===== config.mk =====
export PLATFORM = sky130hd
export DESIGN_NAME = bcd_time_counter
export DESIGN_NICKNAME = d
export VERILOG_FILES = /design/src/rtl/bcd_time_counter.sv
export SDC_FILE = /design/constraint.sdc
export NUM_CORES = 1
export LEC_CHECK = 0
export CAP_MARGIN = 20
export CORE_AREA = 3 3 59 61
export CTS_CLUSTER_DIAMETER = 60
export CTS_CLUSTER_SIZE = 25
export DETAILED_ROUTE_END_ITERATION = 10
export DIE_AREA = 0 0 62 64
export PLACE_DENSITY = 0.84
export RECOVER_POWER = 50
export SYNTH_ARGS = -nofsm -noshare
export SYNTH_HDL_FRONTEND = slang
export SYNTH_SLANG_ARGS = --single-unit

===== constraint.sdc =====
create_clock -name clk_c -period 5.25 [get_ports clk_c]
set_clock_uncertainty 0.15 [all_clocks]
set_input_delay 1.05 -clock clk_c [delete_from_list [all_inputs] [get_ports clk_c]]
set_output_delay 1.05 -clock clk_c [all_outputs]
set_load 0.01 [all_outputs]

===== src/rtl/bcd_time_counter.sv =====
// Multi-field base-60 BCD time counter (ss, mm:ss, hh:mm:ss, ...) with
// run/pause/adjust control, per-digit clamped loads and a rollover pulse.
module bcd_time_counter #(
  parameter int FIELDS = 2,
  parameter int SELW   = (2 * FIELDS > 2) ? $clog2(2 * FIELDS) : 1
) (
  input  logic                  clk_c,
  input  logic                  reset_c,
  input  logic                  tick_en,
  input  logic                  pause_btn,
  input  logic                  adj,
  input  logic                  dir,
  input  logic [SELW-1:0]       sel,
  input  logic [3:0]            num,
  input  logic                  load,
  output logic [8*FIELDS-1:0]   digits,
  output logic                  paused,
  output logic                  wrap
);

  localparam int NDIG = 2 * FIELDS;

  typedef enum logic [1:0] {
    ST_RUN    = 2'd0,
    ST_PAUSE  = 2'd1,
    ST_ADJUST = 2'd2
  } state_t;

  state_t      r_state;
  state_t      w_state_next;
  logic        r_pause_prev;
  logic        r_pause_armed;
  logic        w_pause_edge;
  logic        w_run;
  logic        w_adjust;
  logic        r_wrap;
  logic [3:0]  r_digit [NDIG];
  logic [NDIG:0] w_carry;

  // The button must be seen low once after reset, so a level held through
  // reset release is not mistaken for a fresh press.
  assign w_pause_edge = pause_btn & ~r_pause_prev & r_pause_armed;

  always_ff @(posedge clk_c or posedge reset_c) begin
    if (reset_c) begin
      r_state       <= ST_RUN;
      r_pause_prev  <= 1'b0;
      r_pause_armed <= 1'b0;
    end else begin
      r_state      <= w_state_next;
      r_pause_prev <= pause_btn;
      if (!pause_btn) begin
        r_pause_armed <= 1'b1;
      end
    end
  end

  always_comb begin
    w_state_next = r_state;
    if (adj) begin
      w_state_next = ST_ADJUST;
    end else if (r_state == ST_ADJUST) begin
      w_state_next = ST_PAUSE;
    end else if (w_pause_edge) begin
      w_state_next = (r_state == ST_RUN) ? ST_PAUSE : ST_RUN;
    end
  end

  always_comb begin
    w_run    = (r_state == ST_RUN);
    w_adjust = (r_state == ST_ADJUST);
    paused   = (r_state == ST_PAUSE);
  end

  // w_carry[k] means digit k must step this cycle (carry when up, borrow when down).
  assign w_carry[0] = w_run & tick_en;

  generate
    for (genvar gi = 0; gi < NDIG; gi++) begin : g_digit
      localparam logic [3:0] DMAX = (gi % 2 == 0) ? 4'd9 : 4'd5;

      logic       w_at_max;
      logic       w_at_zero;
      logic       w_hit;
      logic [3:0] w_stepped;
      logic [3:0] w_clamped;

      assign w_at_max     = (r_digit[gi] == DMAX);
      assign w_at_zero    = (r_digit[gi] == 4'd0);
      assign w_carry[gi+1] = w_carry[gi] & (dir ? w_at_zero : w_at_max);
      assign w_stepped    = dir ? (w_at_zero ? DMAX : r_digit[gi] - 4'd1)
                                : (w_at_max ? 4'd0 : r_digit[gi] + 4'd1);
      assign w_clamped    = (num > DMAX) ? DMAX : num;
      assign w_hit        = w_adjust & load & (sel == SELW'(gi));

      always_ff @(posedge clk_c or posedge reset_c) begin
        if (reset_c) begin
          r_digit[gi] <= 4'd0;
        end else if (w_hit) begin
          r_digit[gi] <= w_clamped;
        end else if (w_carry[gi]) begin
          r_digit[gi] <= w_stepped;
        end
      end

      assign digits[4*gi +: 4] = r_digit[gi];
    end
  endgenerate

  always_ff @(posedge clk_c or posedge reset_c) begin
    if (reset_c) begin
      r_wrap <= 1'b0;
    end else begin
      r_wrap <= w_carry[NDIG];
    end
  end

  assign wrap = r_wrap;

endmodule


# After elaboration in Yosys (flattened, before gate mapping)
# Cells that the tools add are included.
[totals]
input_bits = 13
output_inout_bits = 18
reg_bits = 21
word_cells = 81
[classes]
n_addsub = 8
bitwise = 13
n_eq_ne = 9
n_lt_le_gt_ge = 2
muxes = 30
reduce_logical = 11
[op_table]
columns = ["operator", "count"]
rows = [
  ["two-way mux 4 bit", 22],
  ["adder 4 x 1 -> 4 bit, second input constant", 4],
  ["zero test 4 bit", 4],
  ["subtractor 4 x 1 -> 4 bit, second input constant", 4],
  ["AND 1 bit", 12],
  ["== test 4 x 3 -> 1 bit, second input constant", 2],
  ["== test 4 bit, second input constant", 2],
  ["nonzero test 2 bit", 4],
  ["== test 2 bit, second input constant", 3],
  ["two-way mux 2 bit", 3],
  ["two-way mux 1 bit", 5],
  ["== test 2 x 1 -> 1 bit, second input constant", 2],
  ["greater-than comparator 4 x 3 -> 1 bit, second input constant", 1],
  ["greater-than comparator 4 bit, second input constant", 1],
  ["zero test 2 bit", 2],
  ["nonzero test 3 bit", 1],
  ["NOT 1 bit", 1],
]

# Logic depth before layout (Yosys ltp)
# Gate-level depths: netlist (run 1).
[logic_depth]
depth_word = 7
depth_mapped = 8
ltp_nobuf = 5

# Worst setup path after synthesis (run 1)
# No wires, ideal clock.
[synth_timing]
path_type = "input to register"
start = "input port tick_en"
end = "register r_digit (netlist bit digits[10])"
t_arrival_ns = 2.163
path_slack_ns = 2.811
setup_time_ns = 0.126
cell_stages = 5
path_buffers = 0
required_time_ns = 4.974
path_cell_list = "nor3b_4 -> o211ai_4 -> nor4_4 -> nor2_1 -> a221o_1"
[synth_between]
elab_chain_len = 4
[synth_rtl]
columns = ["item", "line_no", "text"]
rows = [
  ["from (decl)", "9", "input logic tick_en,"],
  ["AND 1 bit", "76", "assign w_carry[0] = w_run & tick_en;"],
  ["AND 1 bit (2 in series)", "90", "assign w_carry[gi+1] = w_carry[gi] & (dir ? w_at_zero : w_at_max);"],
  ["nonzero test 2 bit (no line)", "n/a", ""],
  ["to (signal, indexed assignment)", "100", "r_digit[gi] <= w_clamped;"],
  ["to (signal, indexed assignment)", "102", "r_digit[gi] <= w_stepped;"],
  ["to (decl)", "37", "logic [3:0] r_digit [NDIG];"],
]
# Every way passes these cells.
# A chain may end at the register's enable or synchronous reset.

# Worst setup path in the final report (run 1)
[layout_timing]
start = "input port dir"
end = "register r_digit (netlist bit digits[10])"
[layout_between]
elab_chain_len = 4
word_cells_on_any_way = 8
classes_between = "5 x mux; 2 x bitwise; 1 x reduce/logical"
[layout_rtl]
columns = ["item", "line_no", "text"]
rows = [
  ["from (decl)", "12", "input logic dir,"],
  ["two-way mux 1 bit", "90", ""],
  ["AND 1 bit (2 in series)", "90", ""],
  ["nonzero test 2 bit (no line)", "n/a", ""],
]
# Several ways; a longest one is shown, not always the timed one. The select of a mux whose other input is x is not followed.

==> metrics.md, run 1 <==
| Metric | Value |
|---|---|
| Outcome | completed |
| Clock Root Buffer | clkbuf_4 |
| R2R cell count | 5 |
| Total Wirelength | 3.96 mm |
| Initial Util | 0.565 |
| # resized after CTS | 0 |
| Wl on met1 | 1.73 mm |
| Fillers | 256 |
| Die Ht | 64 um |
| Clock buffer depth | 2 |
| Ant diodes | 0 |
| Fin crit period | 3.51 ns |
| Metal3 WL | 217 um |
| Final Slew Violations | 0 |
| Global Route Usage Sum | 0.220 |
| Worst endpoint data arrival time | 3.56 ns |
| Via count of the first global-routing pass | 1,496 |
| Crit Reg-Reg Startpoint | digits[3]$_DFFE_PP0P_ |
| Setup violations, final | 0 |
| I/O Buffers | 30 |
| YS warnings | 0 |
| Hold_sp | r_pause_armed$_DFFE_PP0N_ |
| Pwr/cell area | 393 nW/um^2 |
| Residual DRC | 0 |
| Top FF cell, synth | dfrtp_1 |
| Setup_tns | 0 ns |
| Sequential-to-total area share from yosys stat | 0.307 |
| Core Rows | 20 |
| DRT Pass-1 Iters | 4 |
| Worst min path class | register to register |
| Final hold vios | 0 |
| Mapped Nets | 217 |
| Layout cells sized above 1 | 0.0814 |
| Crit path max fanout | 33 |
| Fmax | 285 MHz |
| Avg Inst Size Synth | 8.38 um^2 |
| CTS tree | done |
| Synth unique cells | 55 |
| Via Count | 1,564 |
| Core Area | 3030 um^2 |
| Number of buffers created by CTS | 3 |
| RSZ-0062 raised after global routing | false |
| Synth area leader | dfrtp_1 |
| CP Class | input port to register |
| # hold bufs at CTS | 0 |
| Multi-input logic area | 1060 um^2 |
| Headroom to the max-slew limit | 0.312 |
| Vias per inst | 5.90 |
| Mapped Area | 1710 um^2 |
| Internal | 0.000444 W |
| Iter 0 DRT Violations | 169 |
| Crit. End Element | register |
| Die Wd | 62 um |
| GR Overflow Total | 0 |
| Comb power frac | 0.473 |
| Post-synth top area share | 0.307 |
| DP Wirelength | 2.90 mm |
| Top sig layer | met4 |
| Final period utilization | 0.668 |
| Pin count of the biggest net entering global routing | 34 |
| Layout area overhead | 17.1% |
| I/O pin total | 31 |
| Data required, critical path | 5.31 ns |
| Full die area | 3970 um^2 |
| Worst Hold Depth | 1 |
| Commonest cells post-synth | 21 x dfrtp_1, 18 x nor2_1, 17 x nand2_1 |
| Max_cap viols | 0 |
| Peak VDD IR | 274 uV |
| Post-synth ARST share | 1.00 |
| Reg2Reg Setup Slack | 3.11 ns |
| Worst R2R End | digits[10]$_DFFE_PP0P_ |
| Cell Count, Final, Fillers Out | 265 |
| Sw Ratio | 0.436 |
| Clk pwr share | 0.102 |
| Startpoint Class | input port |
| Top cells by area, synth | dfrtp_1 31%, o21ai_0 4.7%, nor2b_1 4.0%, nor2_1 4.0%, nand2_1 3.7% |
| CTS Sinks | 21 |
| Most frequent cell after synthesis | dfrtp_1 |
| Routed length per instance | 14.9 um |
| Leak | 0.775 nW |
| First-pass GRT wire length | 6.76 mm |
| Number of antenna violations at the first check in global routing | 0 |
| Clock Latency Late Sink | 0.31 ns |
| Number of synthesized register bits | 21 |
| H-Tree Depth | 1 |
| Placed instance count | 261 |
| WHS Endpoint | r_pause_armed$_DFFE_PP0N_ |
| Cells after synthesis | 204 |
| Routed wire length on met2 | 1.96 mm |
| Register area | 526 um^2 |
| Final nets | 235 |
| Setup Buffers After CTS | 0 |
| Placer congestion estimate | 0.772 |
| Slew @ Worst Pin | 1.03 ns |
| Clk slew on worst S/H paths | 0.12 ns |
| Remaining antenna violation count | 0 |
| Post-synth EDFFs | 0 |
| Sequential share of power | 0.426 |
| Switching pwr | 0.000343 W |
## metrics by stage
stage          area, um^2  utilization  hold slack, ns  total power (W)  worst slack [ns]
6_report             2000        0.662           0.335         0.000788              1.74
5_1_grt              2000        0.662           0.381         0.000853              1.57
4_1_cts              2000        0.662           0.344         0.000792              1.75
3_5_place_dp         1980        0.652           0.312         0.000711              1.40
3_3_place_gp         1980        0.652           0.301         0.000690              1.57
2_1_floorplan        1710            -           0.285         0.000583              2.81
## flip-flops by register name (all words and copies together) (netlist names)
register / cells
digits: 16
r_state: 2
r_pause_armed: 1
r_pause_prev: 1
wrap: 1
## worst max-delay path: stages
cell	delay [ns]
clkdlybuf4s50_1	1.15
nor3b_4	0.35
o211ai_4	0.18
nor4_4	0.38
nor2_1	0.13
a221o_1	0.32
## final cells by class
class | instances | share of cell area
multi-input cells | 158 | 0.532
flip-flops and latches | 21 | 0.262
clock buffers | 3 | 0.0112
repair buffers | 30 | 0.150
inverters | 8 | 0.0150
clock inverters | 1 | 0.00250
well taps | 44 | 0.0275
## cell usage in the layout (no fill, tap or decap), types with 3 or more instances in the layout
cell type and n:
clkdlybuf4s50_1 23, dfrtp_1 21, nor2_1 18, nand2_1 17, o21ai_0 16, nor2b_1 11, a21oi_1 11, nand2b_1 8
inv_1 8, dlygate4sd3_1 7, mux2i_1 6, a221o_1 5, nor3b_1 5, nor3_1 4, nand3b_1 3, o21ai_1 3
nand3_1 3, a211oi_1 3, clkbuf_4 3
## power by group through the flow
| stage | Sequential, W | Combinational, W | Clock, W |
|---|---|---|---|
| after floorplan | 0.000264 | 0.000319 | 0 |
| after global placement | 0.000329 | 0.000361 | 0 |
| after detailed placement | 0.000337 | 0.000374 | 0 |
| after CTS | 0.000333 | 0.000376 | 0.0000823 |
| after global routing | 0.000351 | 0.000411 | 0.0000910 |
| final | 0.000335 | 0.000372 | 0.0000800 |
## worst max path at each step
stage | slack (ns) | end | startpoint
global placement | 1.57 | digits[14]$_DFFE_PP0P_ | dir
global route | 1.57 | digits[10]$_DFFE_PP0P_ | dir
finish | 1.74 | digits[10]$_DFFE_PP0P_ | dir
detailed placement | 1.40 | digits[10]$_DFFE_PP0P_ | dir
CTS | 1.75 | digits[10]$_DFFE_PP0P_ | dir
floorplan | 2.81 | digits[10]$_DFFE_PP0P_ | tick_en
## kinds of logic (layout without fill, tap and decap cells)
logic type	count (synthesis)	in the layout	synth area share
mux	8	8	0.0483
xor+xnor	3	3	0.0154
compound gates	61	61	0.248
simple gates	86	86	0.311
buf+inv	25	42	0.0702
flops	21	21	0.307
## per-layer routing
metal	track usage	up-vias
met5	0	-
li1	-	770
met4	0.0584	0
met2	0.342	50
met1	0.302	738
met3	0.0465	6
No activity file was read; power rests on OpenSTA's default activity.
==> run 2: changes to the inputs <==
--- a/config.mk
+++ b/config.mk
@@ -6,12 +6,12 @@
 export NUM_CORES = 1
 export LEC_CHECK = 0
 export CAP_MARGIN = 20
-export CORE_AREA = 3 3 59 61
+export CORE_AREA = 3 3 65 67
 export CTS_CLUSTER_DIAMETER = 60
 export CTS_CLUSTER_SIZE = 25
 export DETAILED_ROUTE_END_ITERATION = 10
-export DIE_AREA = 0 0 62 64
-export PLACE_DENSITY = 0.84
+export DIE_AREA = 0 0 68 70
+export PLACE_DENSITY = 0.73
 export RECOVER_POWER = 50
 export SYNTH_ARGS = -nofsm -noshare
 export SYNTH_HDL_FRONTEND = slang
==> constraint.sdc (replaced) <==
create_clock -name clk_c -period 3.1 [get_ports clk_c]
set_clock_uncertainty 0.15 [all_clocks]
set_input_delay 0.62 -clock clk_c [delete_from_list [all_inputs] [get_ports clk_c]]
set_output_delay 0.62 -clock clk_c [all_outputs]
set_load 0.01 [all_outputs]
==> run 2 against run 1 <==
Global-route usage decreased by 4.3 points. Register-to-register slack got worse by 2.1 ns. Sequential cell count unchanged. Combinational power increased by 67%. Routed wire length decreased by 1.8%. Critical endpoint is now digits[14]$_DFFE_PP0P_. Largest cell class unchanged. Highest routed layer unchanged.
==> metrics.md, run 2 (synthesized netlist as in run 1, its figures left out) <==
| Metric | Value |
|---|---|
| Outcome | completed (unchanged) |
| CTS Sinks | 21 (unchanged) |
| Fmax | 381 MHz |
| R2R cell count | 5 (unchanged) |
| Layout area overhead | 19.3% (was 17.1%) |
| Most frequent cells in the layout | 25 x clkdlybuf4s50_1, 21 x dfrtp_1, 18 x nor2_1, 17 x nand2_1, 16 x o21ai_0 (was 23 x clkdlybuf4s50_1, 21 x dfrtp_1, 18 x nor2_1, 17 x nand2_1, 16 x o21ai_0) |
| Final Slew Violations | 0 (unchanged) |
| First-pass GRT wire length | 6.76 mm (about the same) |
| Max_cap viols | 0 (unchanged) |
| Data required, critical path | 3.09 ns (was 5.31 ns) |
| Switching pwr | 0.000573 W (was 0.000343 W) |
| Leak | 0.784 nW (was 0.775 nW) |
| Vias per inst | 5.60 (was 5.90) |
| Fillers | 359 (was 256) |
| H-Tree Depth | 1 (unchanged) |
| Final period utilization | 0.846 |
| Setup violations, final | 0 (unchanged) |
| CP Class | input port to register (unchanged) |
| RSZ-0062 raised after global routing | false (unchanged) |
| Global Route Usage Sum | 0.176 (was 0.220) |
| Peak VDD IR | 399 uV (was 274 uV) |
| Reg2Reg Setup Slack | 0.98 ns (was 3.11 ns) |
| Comb power frac | 0.451 (was 0.473) |
| Via count of the first global-routing pass | 1,433 (was 1,496) |
| Worst Setup SP | dir (unchanged) |
| DRT Pass-1 Iters | 4 (unchanged) |
| Routed length per instance | 14.3 um (was 14.9 um) |
| I/O Buffers | 30 (unchanged) |
| Via Count | 1,522 (was 1,564) |
| DP Wirelength | 2.79 mm (was 2.90 mm) |
| Core Area | 3690 um^2 (was 3030 um^2) |
| Residual DRC | 0 (unchanged) |
| Worst endpoint data arrival time | 2.62 ns (was 3.56 ns) |
| Iter 0 DRT Violations | 122 (was 169) |
| GR Overflow Total | 0 (unchanged) |
| Final nets | 238 (was 235) |
| CTS tree | done (unchanged) |
| Clock Latency Late Sink | 0.26 ns (was 0.31 ns) |
| Ant diodes | 0 (unchanged) |
| Internal | 0.000801 W (was 0.000444 W) |
| Commonest non-fill, non-tap cell in the layout | clkdlybuf4s50_1 (unchanged) |
| I/O pin total | 31 (unchanged) |
| Initial Util | 0.464 (was 0.565) |
| Clock Root Buffer | clkbuf_8 (was clkbuf_4) |
| Startpoint Class | input port (unchanged) |
| Worst R2R End | digits[10]$_DFFE_PP0P_ (unchanged) |
| Clock buffer depth | 2 (unchanged) |
| Layout cells sized above 1 | 0.0804 (was 0.0814) |
| Setup crit end | digits[14]$_DFFE_PP0P_ (was digits[10]$_DFFE_PP0P_) |
| Crit Reg-Reg Startpoint | digits[3]$_DFFE_PP0P_ (unchanged) |
| Crit. End Element | register (unchanged) |
| Pwr/cell area | 673 nW/um^2 (was 393 nW/um^2) |
| Crit path max fanout | 24 (was 33) |
| Sw Ratio | 0.417 (was 0.436) |
| Setup_tns | 0 ns (unchanged) |
| Setup Buffers After CTS | 0 (unchanged) |
| Placer congestion estimate | 0.835 (was 0.772) |
| Clk slew on worst S/H paths | 0.08 ns (was 0.12 ns) |
| Clk pwr share | 0.132 (was 0.102) |
| # hold bufs at CTS | 0 (unchanged) |
| Final hold vios | 0 (unchanged) |
| Final core area utilization | 0.553 (was 0.662) |
| Slew @ Worst Pin | 0.818 ns (was 1.03 ns) |
| Number of antenna violations at the first check in global routing | 0 (unchanged) |
| Max FFs per register | 16 (unchanged) |
| Full die area | 4760 um^2 (was 3970 um^2) |
| Fin crit period | 2.62 ns |
| Pin count of the biggest net entering global routing | 25 (was 34) |
| # resized after CTS | 0 (unchanged) |
| Worst min path class | register to register (unchanged) |
| Total Wirelength | 3.89 mm (was 3.96 mm) |
| Sequential share of power | 0.417 (was 0.426) |
| Core Rows | 22 (was 20) |
| Number of buffers created by CTS | 3 (unchanged) |
| Die Wd | 68 um (was 62 um) |
| Remaining antenna violation count | 0 (unchanged) |
| Die Ht | 70 um (was 64 um) |
| Headroom to the max-slew limit | 0.454 (was 0.312) |
==> run 2: cell count changes in the layout (fill, tap and decap cells not counted), sizes merged <==
cell	before	now
buf	0	1
dlygate4sd3	7	5
clkbuf	3	6
clkdlybuf4s50	23	25
clkinv	1	0
==> run 2: cell type report <==
cell class,instances,area (um^2),share of cell area
clock buffers,4,45.0,0.0221
inverters,8,30.0,0.0147
well taps,48,60.1,0.0294
repair buffers,33,315,0.155
flip-flops and latches,21,526,0.258
multi-input cells,158,1060,0.522
==> run 2: layer usage <==
metal	global-route usage	vias up	part of all wire
li1	-	772	-
met1	0.264	718	0.49
met2	0.266	30	0.46
met3	0.0354	2	0.037
met4	0.0199	0	0.0044
met5	0	-	0
==> run 2: worst min-delay path by stage <==
stage                               from                   endpoint  slack (ns)  cells after the start
6_report       r_pause_armed$_DFFE_PP0N_  r_pause_armed$_DFFE_PP0N_        0.33                      1
5_1_grt        r_pause_armed$_DFFE_PP0N_  r_pause_armed$_DFFE_PP0N_        0.35                      1
4_1_cts        r_pause_armed$_DFFE_PP0N_  r_pause_armed$_DFFE_PP0N_        0.33                      1
3_5_place_dp   r_pause_armed$_DFFE_PP0N_  r_pause_armed$_DFFE_PP0N_        0.31                      1
3_3_place_gp   r_pause_armed$_DFFE_PP0N_  r_pause_armed$_DFFE_PP0N_        0.31                      1
2_1_floorplan  r_pause_armed$_DFFE_PP0N_  r_pause_armed$_DFFE_PP0N_        0.29                      1
==> run 2: worst max-delay path: stages <==
cell and delay (ns):
dlygate4sd3_1 0.59, buf_4 0.27, nor3b_1 0.22, a21oi_1 0.13, nor4b_4 0.47, mux2i_1 0.25
o21ai_1 0.07
==> run 2: through the flow <==
stage               area [um^2]  worst slack (ns)  instances  power, W  hold WS, ns
finish                     2040             0.477        272   0.00137        0.328
global route               2040             0.293        272   0.00149        0.350
CTS                        2050             0.553        272   0.00138        0.330
detailed placement         2000             0.278        268   0.00120        0.308
global placement           2000             0.341        268   0.00119        0.306
floorplan                  1710              1.09        204  0.000988        0.285
==> run 2: power groups by stage <==
stage	logic [W]	registers (W)	clock network, W
after floorplan	0.000540	0.000448	0
after global placement	0.000615	0.000574	0
after detailed placement	0.000624	0.000575	0
after CTS	0.000627	0.000571	0.000186
after global routing	0.000693	0.000601	0.000195
final	0.000620	0.000573	0.000182
==> run 3: changes to the inputs <==
==> constraint.sdc (replaced) <==
create_clock -name clk_c -period 2.2 [get_ports clk_c]
set_clock_uncertainty 0.15 [all_clocks]
set_input_delay 0.44 -clock clk_c [delete_from_list [all_inputs] [get_ports clk_c]]
set_output_delay 0.44 -clock clk_c [all_outputs]
set_load 0.01 [all_outputs]
==> run 3 against run 2 <==
Utilization increased by 4.4 points. Largest cell class unchanged. Count of clock-buffer cells in the layout stayed put. Sequential share of layout area fell by 1.9 points. Critical endpoint is now paused.
==> metrics.md, run 3 (synthesized netlist as in run 1, its figures left out) <==
| Metric | Value |
|---|---|
| Placer congestion estimate | 0.849 (was 0.835) |
| Multi-input logic area | 1060 um^2 (about the same) |
| Pin count of the biggest net entering global routing | 22 (was 25) |
| Full die area | 4760 um^2 (unchanged) |
| Internal | 0.00120 W (was 0.000801 W) |
| Crit path largest cell delay | 0.54 ns (was 0.59 ns) |
| Number of buffers created by CTS | 3 (unchanged) |
| Dpl cell area | 2160 um^2 (was 2000 um^2) |
| Worst min path class | register to register (unchanged) |
| Clock Root Buffer | clkbuf_8 (unchanged) |
| Leak | 0.902 nW (was 0.784 nW) |
| Pwr/cell area | 914 nW/um^2 (was 673 nW/um^2) |
| Fillers | 346 (was 359) |
| GR Overflow Total | 0 (unchanged) |
| Routed wire length on met2 | 1.82 mm (was 1.81 mm) |
| Via count of the first global-routing pass | 1,415 (was 1,433) |
| Initial Util | 0.464 (unchanged) |
| I/O pin total | 31 (unchanged) |
| Data required, critical path | 1.61 ns (was 3.09 ns) |
| Sequential share of power | 0.361 (was 0.417) |
| Setup_tns | 0 ns (unchanged) |
| WHS | 0.320 ns (was 0.328 ns) |
| Ant diodes | 0 (unchanged) |
| I/O Buffers | 30 (unchanged) |
| Sw Ratio | 0.405 (was 0.417) |
| Finished Cell Area | 2200 um^2 (was 2040 um^2) |
| Top sig layer | met4 (unchanged) |
| Wl on met1 | 2.01 mm (was 1.92 mm) |
| Number of antenna violations at the first check in global routing | 0 (unchanged) |
| Headroom to the max-slew limit | 0.216 (was 0.454) |
| CTS Sinks | 21 (unchanged) |
| Residual DRC | 0 (unchanged) |
| Clock Latency Late Sink | 0.26 ns (about the same) |
| Core Area | 3690 um^2 (unchanged) |
| Fmax | 487 MHz |
| Setup violations, final | 0 (unchanged) |
| Iter 0 DRT Violations | 158 (was 122) |
| First-pass GRT wire length | 6.64 mm (was 6.76 mm) |
| Worst Hold Depth | 1 (unchanged) |
| Worst endpoint data arrival time | 1.46 ns (was 2.62 ns) |
| Final Slew Violations | 0 (unchanged) |
| Vias per inst | 5.44 (was 5.60) |
| Outcome | completed (unchanged) |
| Layout cells sized above 1 | 0.159 (was 0.0804) |
| Final hold vios | 0 (unchanged) |
| Comb power frac | 0.511 (was 0.451) |
| CP Class | register to output port (was input port to register) |
| Total Wirelength | 3.96 mm (was 3.89 mm) |
| Crit path max fanout | 7 (was 24) |
| Crit path max-delay cell type | clkdlybuf4s50_1 (was dlygate4sd3_1) |
| DP Wirelength | 2.88 mm (was 2.79 mm) |
| Most frequent cells in the layout | 24 x clkdlybuf4s50_1, 23 x buf_4, 21 x dfrtp_1, 18 x nor2_1, 17 x nand2_1 (was 25 x clkdlybuf4s50_1, 21 x dfrtp_1, 18 x nor2_1, 17 x nand2_1, 16 x o21ai_0) |
| Crit. End Element | output port (was register) |
| Final nets | 260 (was 238) |
| Global Route Usage Sum | 0.173 (was 0.176) |
| Max_cap viols | 0 (unchanged) |
| # hold bufs at CTS | 0 (unchanged) |
| H-Tree Depth | 1 (unchanged) |
| Slew @ Worst Pin | 1.18 ns (was 0.818 ns) |
| Peak VDD IR | 439 uV (was 399 uV) |
| Via Count | 1,599 (was 1,522) |
| Register area | 526 um^2 (unchanged) |
| Clock buffer depth | 2 (unchanged) |
| Final worst slack | 0.146 ns (was 0.477 ns) |
| Crit path cell chain | nor2b_1, clkdlybuf4s50_1 (was dlygate4sd3_1, buf_4, nor3b_1, a21oi_1, nor4b_4, mux2i_1, o21ai_1) |
| Fin crit period | 2.05 ns |
| Commonest non-fill, non-tap cell in the layout | clkdlybuf4s50_1 (unchanged) |
| Dpl ws | -0.253 ns (was 0.278 ns) |
| Core Rows | 22 (unchanged) |
| Final core area utilization | 0.597 (was 0.553) |
| Max FFs per register | 16 (unchanged) |
| Clk pwr share | 0.128 (was 0.132) |
| CTS tree | done (unchanged) |
| Final period utilization | 0.934 |
| Clk slew on worst S/H paths | 0.08 ns (about the same) |
| Routed length per instance | 13.5 um (was 14.3 um) |
| Startpoint Class | register (was input port) |
| Die Wd | 68 um (unchanged) |
| Switching pwr | 0.000816 W (was 0.000573 W) |
| Die Ht | 70 um (unchanged) |
| R2R cell count | 6 (was 5) |
| Remaining antenna violation count | 0 (unchanged) |
| DRT Pass-1 Iters | 4 (unchanged) |
| Metal3 WL | 104 um (was 142 um) |
| Layout area overhead | 28.8% (was 19.3%) |
-- run 3: routing by layer --
metal	track usage	vias up
met5	0	-
met3	0.0241	4
met1	0.262	750
met4	0.0331	0
li1	-	824
met2	0.259	21
-- run 3: layout make-up --
type / instances / share of cell area
Multi-Input combinational cell: 158 / 0.481
Sequential cell: 21 / 0.239
Timing Repair Buffer: 55 / 0.219
Tap cell: 48 / 0.0273
Clock buffer: 4 / 0.0204
Inverter: 8 / 0.0136
-- run 3: path summary, 6_finish.rpt --
check                                     startpoint                         to  slack, ns
setup / recovery              r_state[0]$_DFFE_PP0P_                     paused       0.15
hold / removal             r_pause_armed$_DFFE_PP0N_  r_pause_armed$_DFFE_PP0N_       0.32
setup reg to reg               digits[6]$_DFFE_PP0P_     digits[10]$_DFFE_PP0P_       0.29
hold reg to reg            r_pause_armed$_DFFE_PP0N_  r_pause_armed$_DFFE_PP0N_       0.32
max in group asynchronous                    reset_c     r_state[0]$_DFFE_PP0P_       0.36
min in group asynchronous                    reset_c     r_pause_prev$_DFF_PP0_       0.84
-- run 3: power groups by stage --
stage / Sequential (W) / Clock (W) / Combinational (W)
after floorplan: 0.000631 / 0 / 0.000761
after global placement: 0.000731 / 0 / 0.00103
after detailed placement: 0.000734 / 0 / 0.00103
after CTS: 0.000727 / 0.000264 / 0.00104
after global routing: 0.000758 / 0.000280 / 0.00114
final: 0.000728 / 0.000257 / 0.00103
-- run 3: what timing repair did --
item,in CTS,in global routing
setup buffers,0,1
gates resized for setup,0,1
endpoints found under the hold margin,0,0
setup endpoints to repair,0,7
-- run 3: through the flow --
step           power [W]  cells
5_1_grt          0.00218    294
2_1_floorplan    0.00139    204
3_3_place_gp     0.00176    289
4_1_cts          0.00203    293
3_5_place_dp     0.00177    289
6_report         0.00201    294
-- run 3: critical path: cells and delay by family, from the launching register on --
kind	cells	cell delay, ns
flops	1	0.50
simple gates	1	0.17
buf+inv	1	0.54
